[src/rtl/spram_stream_ctrl.sv]
// Frame buffer in front of a single-port RAM: write one frame in, replay it out.
// A 2-entry skid buffer hides the RAM's registered-read latency.
module spram_stream_ctrl #(
    parameter int AWIDTH    = 12,
    parameter int DWIDTH    = 60,
    parameter int NUM_WORDS = 4096
) (
    input  logic              clk,
    input  logic              resetn,
    input  logic              in_valid,
    output logic              in_ready,
    input  logic [DWIDTH-1:0] in_data,
    input  logic              in_last,
    output logic              out_valid,
    input  logic              out_ready,
    output logic [DWIDTH-1:0] out_data,
    output logic              out_last,
    output logic [AWIDTH-1:0] ram_address,
    output logic              ram_wren,
    output logic [DWIDTH-1:0] ram_data,
    input  logic [DWIDTH-1:0] ram_out,
    output logic              busy,
    output logic [AWIDTH:0]   count
);

    localparam int CW = AWIDTH + 1;

    typedef enum logic {S_FILL = 1'b0, S_DRAIN = 1'b1} state_t;

    state_t            state_q, state_d;
    logic [AWIDTH-1:0] wr_ptr_q, wr_ptr_d;
    logic [CW-1:0]     rd_ptr_q, rd_ptr_d;
    logic [CW-1:0]     count_q, count_d;
    logic [1:0]        held_q, held_d;
    logic              infl_q, infl_d;
    logic              infl_last_q, infl_last_d;
    logic [DWIDTH-1:0] buf0_q, buf0_d, buf1_q, buf1_d;
    logic              last0_q, last0_d, last1_q, last1_d;

    logic accept, pop, done, wrap, issue, slot1;
    logic [2:0] occ;

    assign accept = in_valid & (state_q == S_FILL);
    assign pop    = (held_q != 2'd0) & out_ready;
    assign done   = pop & last0_q;
    assign wrap   = wr_ptr_q == AWIDTH'(NUM_WORDS - 1);
    // Words buffered or in flight once this cycle's pop leaves.
    assign occ    = {1'b0, held_q} + {2'b0, infl_q} - {2'b0, pop};
    assign issue  = (state_q == S_DRAIN) & (rd_ptr_q < count_q)
                  & (occ <= 3'd1);
    assign slot1  = (held_q - {1'b0, pop}) != 2'd0;

    always_ff @(posedge clk) begin
        if (!resetn) state_q <= S_FILL;
        else         state_q <= state_d;
    end

    always_comb begin
        state_d = state_q;
        unique case (state_q)
            S_FILL:  if (accept && (in_last || wrap)) state_d = S_DRAIN;
            S_DRAIN: if (done) state_d = S_FILL;
            default: state_d = S_FILL;
        endcase
    end

    always_comb begin
        in_ready    = 1'b0;
        ram_wren    = 1'b0;
        busy        = 1'b0;
        ram_address = rd_ptr_q[AWIDTH-1:0];
        unique case (state_q)
            S_FILL: begin
                in_ready    = 1'b1;
                ram_wren    = in_valid;
                ram_address = wr_ptr_q;
            end
            S_DRAIN: busy = 1'b1;
            default: ;
        endcase
    end

    assign ram_data  = in_data;
    assign out_valid = held_q != 2'd0;
    assign out_data  = buf0_q;
    assign out_last  = last0_q & out_valid;
    assign count     = count_q;

    always_comb begin
        wr_ptr_d    = wr_ptr_q;
        rd_ptr_d    = rd_ptr_q;
        count_d     = count_q;
        buf0_d      = buf0_q;
        buf1_d      = buf1_q;
        last0_d     = last0_q;
        last1_d     = last1_q;
        infl_d      = issue;
        infl_last_d = issue & (rd_ptr_q == count_q - CW'(1));
        held_d      = held_q - {1'b0, pop} + {1'b0, infl_q};
        if (accept) begin
            wr_ptr_d = wr_ptr_q + AWIDTH'(1);
            count_d  = count_q + CW'(1);
        end
        if (issue) rd_ptr_d = rd_ptr_q + CW'(1);
        if (pop) begin
            buf0_d  = buf1_q;
            last0_d = last1_q;
        end
        if (infl_q) begin
            if (slot1) begin
                buf1_d  = ram_out;
                last1_d = infl_last_q;
            end else begin
                buf0_d  = ram_out;
                last0_d = infl_last_q;
            end
        end
        if (done) begin
            wr_ptr_d = '0;
            rd_ptr_d = '0;
            count_d  = '0;
            held_d   = '0;
            infl_d   = 1'b0;
            last0_d  = 1'b0;
            last1_d  = 1'b0;
        end
    end

    always_ff @(posedge clk) begin
        if (!resetn) begin
            wr_ptr_q    <= '0;
            rd_ptr_q    <= '0;
            count_q     <= '0;
            held_q      <= '0;
            infl_q      <= 1'b0;
            infl_last_q <= 1'b0;
            buf0_q      <= '0;
            buf1_q      <= '0;
            last0_q     <= 1'b0;
            last1_q     <= 1'b0;
        end else begin
            wr_ptr_q    <= wr_ptr_d;
            rd_ptr_q    <= rd_ptr_d;
            count_q     <= count_d;
            held_q      <= held_d;
            infl_q      <= infl_d;
            infl_last_q <= infl_last_d;
            buf0_q      <= buf0_d;
            buf1_q      <= buf1_d;
            last0_q     <= last0_d;
            last1_q     <= last1_d;
        end
    end

endmodule

[config.mk]
export PLATFORM = sky130hd
export DESIGN_NAME = spram_stream_ctrl
export DESIGN_NICKNAME = d
export VERILOG_FILES = /design/src/rtl/spram_stream_ctrl.sv
export SDC_FILE = /design/constraint.sdc
export NUM_CORES = 1
export LEC_CHECK = 0
export BUFFER_PORTS_ARGS = -buffer_cell sky130_fd_sc_hd__buf_2
export CAP_MARGIN = 20
export CORE_MARGIN = 3
export CORE_UTILIZATION = 50
export CTS_CLUSTER_DIAMETER = 40
export DETAILED_ROUTE_END_ITERATION = 8
export GPL_ROUTABILITY_DRIVEN = 0
export MAX_ROUTING_LAYER = met4
export PLACE_DENSITY = 0.79
export SLEW_MARGIN = 15
export SYNTH_ARGS = -nofsm -noshare
export SYNTH_HDL_FRONTEND = slang
export SYNTH_SLANG_ARGS = --single-unit
[constraint.sdc]
create_clock -name clk -period 4.39 [get_ports clk]
set_input_delay 0.878 -clock clk [delete_from_list [all_inputs] [get_ports clk]]
set_output_delay 0.878 -clock clk [all_outputs]
set_load 0.01 [all_outputs]
==> results.md <==
* Die Ht at 135 um
* GRT Total Usage at 21.1%
* Layout Cells excl Fill at ~1200
* Hold buffers post-CTS at 0
* Die Width at 135 um
* Place WS at 0.979 ns
* Critical Path Start Type: flop
* Final setup viols at 0
* Clock transition at the registers of the reported paths at about 0.06 ns
* Post-synth EDFFs at 0
* Setup Skew at between 0.01 and 0.015 ns
* Worst Tran Pin Value at ~0.8 ns
* First-pass GRT wire length at approximately 31000 um
* GRT Residual Overflow at 0
* Worst EP arrival at roughly 3.6 ns
* Post_cts resized at 0
* Setup TNS at 0 ns
* I/O Pins at around 280
* Leading area contributor after synthesis: dfxtp_1
* Post-route DRC violation count at 0
* Status: completed
* DP Wirelength at 12600 um
* Dpl cells at between 1000 and 1500
* Register area share after synthesis at between 30% and 40%
* DRT iter0 DRCs at between 300 and 400
* Synth Cell Area at ~8400 sq um
* R2R Setup Slk at approximately 1.2 ns
* Core region area at 16100 sq um
* Most used DFF post-synth: dfxtp_1
* H-tree Lvls at 4
* Final worst-path cycle share at roughly 73%
* Post-CTS setup buffer count at 0
* FP Rows at 46
* Root Driver: clkbuf_16
* P_leak at 4.97 nW
* Crit Path Class: reg -> reg
* Distinct cells, synth at between 50 and 60
* Async S/R FF share, synth at 0%
* Sequence of cells on the critical path: or2_2 -> nand2_4 -> xnor2_1 -> ha_1 -> inv_1 -> fa_1 -> xor2_1 -> a2111oi_4 -> o211ai_4 -> or4_1 -> a21oi_1
* Critical Path RT at between 4 and 5 ns
* Mapped Nets at around 1100
* Antenna-violating nets left at 0
* Area share of the largest cell type after synthesis at 39.4%
* TritonCTS clock tree: yes
* Hold_ws at 0.463 ns
* Slowest stage cell, crit path: or4_1
* Syn_area_per_cell at approximately 8.9 sq um
* PD cells at roughly 340 nW/um^2
* Crit-path max cell delay at 0.56 ns
* Port bufs at 154
* NumNets Final at roughly 1100
* Vias at about 6700
* HP Class: reg -> reg
* Finished layout cell area at ~9400 sq um
* RSZ-0062 raised after global routing: false
* Mapped Cells at 940
* Synth Warn # at 0
* Inserted Clock Buffers at 17
* Final Slew Violations at 0
* Post-Route WL at about 19000 um
* Layout area overhead at 12.2%
* DIE AREA at 18300 sq um
* Clock sinks at roughly 170
* Via density at ~5.5
* Clock buffer depth at 2
* Fraction of layout cells with a size suffix above 1 at a little over a fifth
* Commonest cells in the synthesized netlist: nand2_1, dfxtp_1, mux2i_1
* Final hold vios at 0
* CP endpoint kind: flop
* Area contributors post-synth: dfxtp_1, nand2_1, mux2i_1
* Post-DR wirelength/cell at around 15 um
* Initial Util at between 50% and 60%
* Count leader, synth: nand2_1
* Post-Place Cell Area at about 9000 sq um
* FF+latch count, synth at 165
* Final worst slack at about 1.2 ns
* CP Max Fanout at 23
* Worst slew margin at around 47%
* Fin crit period at roughly 3.2 ns
* FMAX at 312 MHz
* Vias in the first global route at 6387
* TritonRoute pass-1 iters at 5
* Worst vdd ir at 0.000271 V
* Initial antenna violation count at 2
* Worst-skew pair later-pin latency at ~0.42 ns
* Largest net degree at the start of global routing at 70
* # Max-Cap Violations at 0
metrics by stage:
step | util, % | power [mW]
final | 58.3 | 3.24
after global routing | 58.3 | 3.36
after CTS | 58.3 | 3.27
after detailed placement | 54.8 | 1.85
after global placement | 54.7 | 1.84
after floorplan | - | 1.81
worst max-delay path: cells and delay by family, from the launching register on:
family,cells,cell delay (ns)
AND/OR/NAND/NOR,3,1.02
AO/OA/AOI/OAI,3,0.83
adder cells (fa/ha/maj),2,0.53
flip-flops,1,0.41
XOR/XNOR,2,0.29
buffers and inverters,1,0.05
state kept, by name, indices dropped and copies added (netlist names), 2 cells and up:
register  cells
wr_ptr_q     12
rd_ptr_q     13
buf1_q       60
count        13
held_q        2
out_data     60
worst paths after layout:
kind,from,endpoint,depth (start not counted)
max,held_q[1],rd_ptr_q[4],11
min,last1_q,last1_q,2
max reg2reg,held_q[1],rd_ptr_q[4],11
min reg2reg,last1_q,last1_q,2
kinds of logic after synthesis:
logic type      count (synthesis)  share of synthesized area, %
fa+ha+maj                      20                          3.08
compound gates                187                          18.4
flops                         165                          39.4
mux                            74                          9.01
xor+xnor                       37                          3.87
buf+inv                       142                          9.35
simple gates                  315                          16.9
layout by cell type, fill, tap and decap left out, types with 19 or more instances in the layout:
cell / netlist / routed
a21boi_0: 61 / 61
a21oi_1: 20 / 20
buf_2: 8 / 153
dfxtp_1: 165 / 165
ha_1: 19 / 19
mux2i_1: 63 / 63
nand2_1: 199 / 197
nor2_1: 36 / 36
o211a_1: 62 / 62
xnor2_1: 25 / 25
per-layer routing:
metal  track usage (%)  routed length (um)
met1              25.8                8380
met5                 -                   0
met4              6.66                 252
met2              33.1                8820
met3              7.02                1420
power breakdown:
group          switching (mW)  internal, mW
registers              0.0237          1.52
logic                   0.150         0.120
clock network           0.652         0.772
total                   0.826          2.41
area by class of cell:
cell class,instances,area [sq um]
sequential,165,3300
antenna,2,5.00
clock inverter,13,109
tap,216,270
clock buffer,19,453
inverter,17,63.8
fill,1423,6710
timing repair buffer,164,861
multi-input combinational,633,4340
No activity file was read; power rests on OpenSTA's default activity.
